==> src/rtl/mem_arb_pkg.sv <==
// Shared types and constants for the two-master AXI4-Lite memory arbiter.
// Used by mem_arb_pick and mem_arbiter; the optional ARB_RR_EN build
// uses is_lsu_grant to track which side was served last.
package mem_arb_pkg;

  typedef enum logic [1:0] {
    ARB_IDLE  = 2'd0,
    ARB_IF_RD = 2'd1,
    ARB_LS_RD = 2'd2,
    ARB_LS_WR = 2'd3
  } arb_state_t;

  localparam logic [1:0] RESP_OKAY   = 2'b00;
  localparam logic [1:0] RESP_SLVERR = 2'b10;
  localparam logic [1:0] RESP_DECERR = 2'b11;

  // True when a grant belongs to the load/store unit (read or write).
  function automatic logic is_lsu_grant(input arb_state_t s);
    return (s == ARB_LS_RD) || (s == ARB_LS_WR);
  endfunction

endpackage

==> src/rtl/mem_arb_pick.sv <==
// Combinational winner selection for mem_arbiter.
// Default: fixed priority LSU write > LSU read > IFU.
// ARB_RR_EN: an IFU-vs-LSU tie goes to the IFU if the LSU was served last,
// otherwise to the LSU; among LSU requests the write still wins.
module mem_arb_pick
  import mem_arb_pkg::*;
(
  input  logic       i_req_ifu,
  input  logic       i_req_lsu_rd,
  input  logic       i_req_lsu_wr,
`ifdef ARB_RR_EN
  input  logic       i_last_lsu,
`endif
  output arb_state_t o_grant
);

  // Pick the next grant state from the current request set.
  always_comb begin
    o_grant = ARB_IDLE;
`ifdef ARB_RR_EN
    if (i_req_ifu && (i_req_lsu_rd || i_req_lsu_wr) && i_last_lsu) begin
      o_grant = ARB_IF_RD;
    end else if (i_req_lsu_wr) begin
      o_grant = ARB_LS_WR;
    end else if (i_req_lsu_rd) begin
      o_grant = ARB_LS_RD;
    end else if (i_req_ifu) begin
      o_grant = ARB_IF_RD;
    end
`else
    if (i_req_lsu_wr) begin
      o_grant = ARB_LS_WR;
    end else if (i_req_lsu_rd) begin
      o_grant = ARB_LS_RD;
    end else if (i_req_ifu) begin
      o_grant = ARB_IF_RD;
    end
`endif
  end

endmodule

==> src/rtl/mem_arbiter.sv <==
// Two-master (IFU read-only, LSU read/write) to one-slave AXI4-Lite arbiter.
// One outstanding transaction; the grant is registered and the holder's
// channels are routed to the slave combinationally. Every transaction
// returns through IDLE before the next grant.
// Optional macro ARB_RR_EN: round-robin IFU/LSU tie-break via r_last_lsu.
module mem_arbiter
  import mem_arb_pkg::*;
#(
  parameter int ADDR_W = 32,
  parameter int DATA_W = 32
) (
  input  logic                clk,
  input  logic                rst,
  // IFU read port
  input  logic [ADDR_W-1:0]   ifu_araddr,
  input  logic                ifu_arvalid,
  output logic                ifu_arready,
  output logic [DATA_W-1:0]   ifu_rdata,
  output logic [1:0]          ifu_rresp,
  output logic                ifu_rvalid,
  input  logic                ifu_rready,
  // LSU read port
  input  logic [ADDR_W-1:0]   lsu_araddr,
  input  logic                lsu_arvalid,
  output logic                lsu_arready,
  output logic [DATA_W-1:0]   lsu_rdata,
  output logic [1:0]          lsu_rresp,
  output logic                lsu_rvalid,
  input  logic                lsu_rready,
  // LSU write port
  input  logic [ADDR_W-1:0]   lsu_awaddr,
  input  logic                lsu_awvalid,
  input  logic [DATA_W-1:0]   lsu_wdata,
  input  logic [DATA_W/8-1:0] lsu_wstrb,
  input  logic                lsu_wvalid,
  output logic                lsu_awready,
  output logic                lsu_wready,
  output logic [1:0]          lsu_bresp,
  output logic                lsu_bvalid,
  input  logic                lsu_bready,
  // Slave port
  output logic [ADDR_W-1:0]   m_araddr,
  output logic                m_arvalid,
  input  logic                m_arready,
  input  logic [DATA_W-1:0]   m_rdata,
  input  logic [1:0]          m_rresp,
  input  logic                m_rvalid,
  output logic                m_rready,
  output logic [ADDR_W-1:0]   m_awaddr,
  output logic                m_awvalid,
  input  logic                m_awready,
  output logic [DATA_W-1:0]   m_wdata,
  output logic [DATA_W/8-1:0] m_wstrb,
  output logic                m_wvalid,
  input  logic                m_wready,
  input  logic [1:0]          m_bresp,
  input  logic                m_bvalid,
  output logic                m_bready
);

  arb_state_t r_state;
  arb_state_t w_next_state;
  arb_state_t w_pick;

  logic r_ar_done;
  logic r_aw_done;
  logic r_w_done;

  logic w_req_ifu;
  logic w_req_lsu_rd;
  logic w_req_lsu_wr;

  logic w_ar_hs;
  logic w_r_hs;
  logic w_aw_hs;
  logic w_w_hs;
  logic w_b_hs;

  assign w_req_ifu    = ifu_arvalid;
  assign w_req_lsu_rd = lsu_arvalid;
  assign w_req_lsu_wr = lsu_awvalid | lsu_wvalid;

  // Slave-side handshakes; the muxes below already mask non-holders.
  assign w_ar_hs = m_arvalid & m_arready;
  assign w_r_hs  = m_rvalid  & m_rready;
  assign w_aw_hs = m_awvalid & m_awready;
  assign w_w_hs  = m_wvalid  & m_wready;
  assign w_b_hs  = m_bvalid  & m_bready;

`ifdef ARB_RR_EN
  logic r_last_lsu;

  mem_arb_pick u_pick (
    .i_req_ifu    (w_req_ifu),
    .i_req_lsu_rd (w_req_lsu_rd),
    .i_req_lsu_wr (w_req_lsu_wr),
    .i_last_lsu   (r_last_lsu),
    .o_grant      (w_pick)
  );

  // Remember which side won the most recent grant for tie-breaking.
  always_ff @(posedge clk) begin
    if (rst) begin
      r_last_lsu <= 1'b0;
    end else if ((r_state == ARB_IDLE) && (w_pick != ARB_IDLE)) begin
      r_last_lsu <= is_lsu_grant(w_pick);
    end
  end
`else
  mem_arb_pick u_pick (
    .i_req_ifu    (w_req_ifu),
    .i_req_lsu_rd (w_req_lsu_rd),
    .i_req_lsu_wr (w_req_lsu_wr),
    .o_grant      (w_pick)
  );
`endif

  // Grant state register.
  always_ff @(posedge clk) begin
    if (rst) begin
      r_state <= ARB_IDLE;
    end else begin
      r_state <= w_next_state;
    end
  end

  // Per-channel completion flags so each address/data valid is offered once.
  always_ff @(posedge clk) begin
    if (rst) begin
      r_ar_done <= 1'b0;
      r_aw_done <= 1'b0;
      r_w_done  <= 1'b0;
    end else begin
      case (r_state)
        ARB_IF_RD, ARB_LS_RD: begin
          if (w_r_hs) begin
            r_ar_done <= 1'b0;
          end else if (w_ar_hs) begin
            r_ar_done <= 1'b1;
          end
        end
        ARB_LS_WR: begin
          if (w_b_hs) begin
            r_aw_done <= 1'b0;
            r_w_done  <= 1'b0;
          end else begin
            if (w_aw_hs) r_aw_done <= 1'b1;
            if (w_w_hs)  r_w_done  <= 1'b1;
          end
        end
        default: begin
          r_ar_done <= 1'b0;
          r_aw_done <= 1'b0;
          r_w_done  <= 1'b0;
        end
      endcase
    end
  end

  // Next grant: arbitrate from IDLE, return to IDLE on the final response handshake.
  always_comb begin
    w_next_state = r_state;
    case (r_state)
      ARB_IDLE:             w_next_state = w_pick;
      ARB_IF_RD, ARB_LS_RD: if (w_r_hs) w_next_state = ARB_IDLE;
      ARB_LS_WR:            if (w_b_hs) w_next_state = ARB_IDLE;
      default:              w_next_state = ARB_IDLE;
    endcase
  end

  // Route the grant holder to the slave; everything else stays quiet.
  always_comb begin
    ifu_arready = 1'b0;
    ifu_rdata   = '0;
    ifu_rresp   = RESP_OKAY;
    ifu_rvalid  = 1'b0;
    lsu_arready = 1'b0;
    lsu_rdata   = '0;
    lsu_rresp   = RESP_OKAY;
    lsu_rvalid  = 1'b0;
    lsu_awready = 1'b0;
    lsu_wready  = 1'b0;
    lsu_bresp   = RESP_OKAY;
    lsu_bvalid  = 1'b0;
    m_araddr    = '0;
    m_arvalid   = 1'b0;
    m_rready    = 1'b0;
    m_awaddr    = '0;
    m_awvalid   = 1'b0;
    m_wdata     = '0;
    m_wstrb     = '0;
    m_wvalid    = 1'b0;
    m_bready    = 1'b0;
    case (r_state)
      ARB_IF_RD: begin
        m_araddr    = ifu_araddr;
        m_arvalid   = ifu_arvalid & ~r_ar_done;
        ifu_arready = m_arready & ~r_ar_done;
        ifu_rdata   = m_rdata;
        ifu_rresp   = m_rresp;
        ifu_rvalid  = m_rvalid;
        m_rready    = ifu_rready;
      end
      ARB_LS_RD: begin
        m_araddr    = lsu_araddr;
        m_arvalid   = lsu_arvalid & ~r_ar_done;
        lsu_arready = m_arready & ~r_ar_done;
        lsu_rdata   = m_rdata;
        lsu_rresp   = m_rresp;
        lsu_rvalid  = m_rvalid;
        m_rready    = lsu_rready;
      end
      ARB_LS_WR: begin
        m_awaddr    = lsu_awaddr;
        m_awvalid   = lsu_awvalid & ~r_aw_done;
        lsu_awready = m_awready & ~r_aw_done;
        m_wdata     = lsu_wdata;
        m_wstrb     = lsu_wstrb;
        m_wvalid    = lsu_wvalid & ~r_w_done;
        lsu_wready  = m_wready & ~r_w_done;
        lsu_bresp   = m_bresp;
        lsu_bvalid  = m_bvalid & r_aw_done & r_w_done;
        m_bready    = lsu_bready & r_aw_done & r_w_done;
      end
      default: begin
      end
    endcase
  end

endmodule

==> config.mk <==
export PLATFORM = sky130hd
export DESIGN_NAME = mem_arbiter
export DESIGN_NICKNAME = d
export VERILOG_FILES = /design/src/rtl/mem_arb_pkg.sv /design/src/rtl/mem_arb_pick.sv /design/src/rtl/mem_arbiter.sv
export SDC_FILE = /design/constraint.sdc
export NUM_CORES = 1
export LEC_CHECK = 0
export CAP_MARGIN = 0
export CORE_AREA = 3 3 140 142
export CTS_BUF_LIST = sky130_fd_sc_hd__clkbuf_8 sky130_fd_sc_hd__clkbuf_16
export DETAILED_ROUTE_END_ITERATION = 6
export DIE_AREA = 0 0 143 145
export HOLD_SLACK_MARGIN = 0.08
export SLEW_MARGIN = 20
export SYNTH_ARGS = -nofsm -noshare
export SYNTH_HDL_FRONTEND = slang
export SYNTH_HIERARCHICAL = 1
export SYNTH_SLANG_ARGS = --single-unit
==> constraint.sdc <==
create_clock -name clk -period 3.9 [get_ports clk]
set_input_delay 0.39 -clock clk [delete_from_list [all_inputs] [get_ports clk]]
set_output_delay 0.39 -clock clk [all_outputs]
set_load 0.1 [all_outputs]
==> flow_summary.yaml <==
timing:
  timing.hold.ws_ns: 0.6015
  rsz0062_at_grt: "false"
  period_minus_slack_ns: 2.478
  tightest_slew_ns: 0.6720
  setup_viol: 0
  drv_slew: 0
  fmax_ghz: 0.4035
  final.setup.tns_ns: 0
  slew_headroom: 0.5520
  finClkSkew_ns: 0.002639
  hold_viol: 0
  timing.final.crit_share: 0.6355
  timing.final.ws_setup_ns: 1.422
final_layout:
  nFillCells: 2007
  multiInputGateArea_um2: 1543
  nets: 811
  drive_above_1_share: 0.3162
  fin_util: 0.2824
  layoutNonFillerInstCount: 858
  syn_to_final_growth_pct: 194.7
  ff_latch_area_um2: 100.1
synth:
  yosysSeqAreaShare: 0.05622
  synth_enable_flop_cells: 0
  yosysWarnings: 6
  yosysUniqueCellTypes: 29
  synth_flop_cell: "dfxtp_1"
  netlist_area_um2: 1780
  avgSynthCellArea_um2: 6.405
  ys_ff_latch: 5
  ys_async_sr_fraction: 0
  synth.net_count: 465
  synthCells: 278
drt:
  drt_iter0_drc: 95
  routed_wl_um: 12290
  route.detailed.drc: 0
  wl_per_cell_um: 14.32
  vias: 3194
  viasPerCell: 3.723
  ant_nets: 0
  dr.pass1.iters: 4
min_path:
  whs_path_depth: 2
  holdPathEnd: "r_aw_done"
  min-delay-start: "r_aw_done"
  hold_path.class: "reg -> reg"
power_and_ir_drop:
  p_per_area_nw_per_um2: 659.5
  p_sw_frac: 0.7415
  internal_power_mw: 0.8945
  ir_drop_mv: 0.2830
  p_sw_mw: 2.566
  leakage_nw: 2.437
  clkPwrFrac: 0.048
  p_comb_frac: 0.932
  seqPwrFrac: 0.020
clock_tree:
  clk_path_buf_depth: 2
  hold_buffers: 0
  cts_tree: "yes"
  cts_buffers: 3
  clkLatencyLatePin_ns: 0.23
  cts-resized-gates: 0
  clkSinkCount: 5
  post-cts-setup-buffer-count: 0
  cts_max_level: 1
  cts_root_buffer: "clkbuf_16"
  path_clk_slew_ns: 0.03
global_route:
  grt_pass1_vias: 3135
  grt_use_total: 0.1064
  antenna_found_initial: 0
  grt_pass1_wl_um: 17630
  gr-total-overflow: 0
  grt_max_degree: 67
critical_path:
  crit_path_end_kind: "output port"
  r2r_setup_slack_ns: 1.81
  reg2reg_to: "r_state[1]"
  path_class: "reg -> out"
  r2r-start: "r_state[1]"
  cp-start-kind: "flip-flop"
  rr_worst_depth: 7
  required_ns: 3.51
  crit_fanout: 66
  critPathArrivalTime_ns: 2.09
run:
  max_cap_violations: 0
status:
  status: "completed"
floorplan:
  die-width_um: 143
  boundaryPins: 364
  start_util: 0.09582
  core_area_um2: 18580
  die_h_um: 145
  rows: 50
  die_area_um2: 20740
placed_design:
  placed_cells: 853
  gp_congestion: 0.8053
  dpl.hpwl_um: 10420
  io_buffers: 363
  pre_cts_slack_ns: 1.630
## worst max-delay path, cell delays in order, from the launching register on
cell and delay [ns]:
dfxtp_1 0.33, inv_1 0.11, ha_2 0.23, buf_4 0.50, a22oi_1 0.19, nor2_1 0.12
buf_4 0.30
## final cells by class
class,instances,share of cell area
antenna,1,0.0004769
clock buffer,3,0.01431
clock inverter,1,0.0007153
inverter,6,0.004292
multi-input combinational,241,0.2940
sequential,5,0.01907
tap,234,0.05579
timing repair buffer,367,0.6114
## through the flow
step / cell area (um2) / total power, mW
finish: 5248 / 3.461
global route: 5245 / 3.590
CTS: 5245 / 3.496
detailed placement: 5166 / 3.323
global placement: 5166 / 3.336
floorplan: 1780 / 2.573
## how the worst max path moves through the flow
stage / start / to / slack (ns)
CTS: r_state[1] / m_araddr[10] / 1.38
finish: r_state[1] / m_araddr[10] / 1.42
global route: r_state[1] / m_araddr[10] / 1.26
global placement: r_state[1] / m_araddr[10] / 1.63
detailed placement: r_state[1] / m_araddr[10] / 1.63
floorplan: r_state[1] / r_aw_done / 0.59
## synthesized netlist by cell type (3+ instances only)
master | instances | area, um2
ha_1 | 5 | 62.56
buf_1 | 3 | 11.26
clkbuf_1 | 12 | 45.04
a31oi_1 | 3 | 18.77
inv_1 | 4 | 15.01
nor2_1 | 33 | 123.9
nor3b_1 | 4 | 30.03
buf_2 | 10 | 50.05
a22oi_1 | 32 | 240.2
nand2_1 | 4 | 15.01
and2_1 | 140 | 875.8
dfxtp_1 | 5 | 100.1
## state kept, by name (all words and copies together), names as in the netlist
signal / cells
r_state: 2
r_ar_done: 1
r_aw_done: 1
r_w_done: 1
## placed cells by master, fill, tap and decap left out, drive strengths merged, types with 2 or more instances in the layout
cell,count
a22oi,33
clkdlybuf4s50,181
clkbuf,3
nor3b,4
a31oi,3
buf,186
dfxtp,5
and3b,2
inv,7
and2,140
ha,5
nor2,33
a211o,2
and4,2
o31ai,2
nor2b,2
nand2,4
or2,2
## layer usage
| metal | up-vias | GRT usage | part of all wire |
|---|---|---|---|
| met4 | 0 | 0.01473 | 0.0075 |
| met2 | 179 | 0.1920 | 0.51 |
| met1 | 1413 | 0.1254 | 0.39 |
| li1 | 1596 | - | - |
| met5 | - | 0 | 0 |
| met3 | 6 | 0.03263 | 0.094 |
## kinds of logic after synthesis
logic type	share of synthesized area
muxes	0.005622
buffers and inverters	0.07870
adders and majority gates	0.03514
and+or+nand+nor	0.6297
AOI/OAI and AO/OA	0.1947
DFF	0.05622
## power by group through the flow
stage               registers (mW)  clock network (mW)  logic, mW
global route                0.0716               0.171       3.35
CTS                         0.0703               0.167       3.26
floorplan                   0.0680                   0       2.50
global placement            0.0705                   0       3.27
detailed placement          0.0710                   0       3.25
finish                      0.0704               0.165       3.22
(Power assumes the default switching activity.)
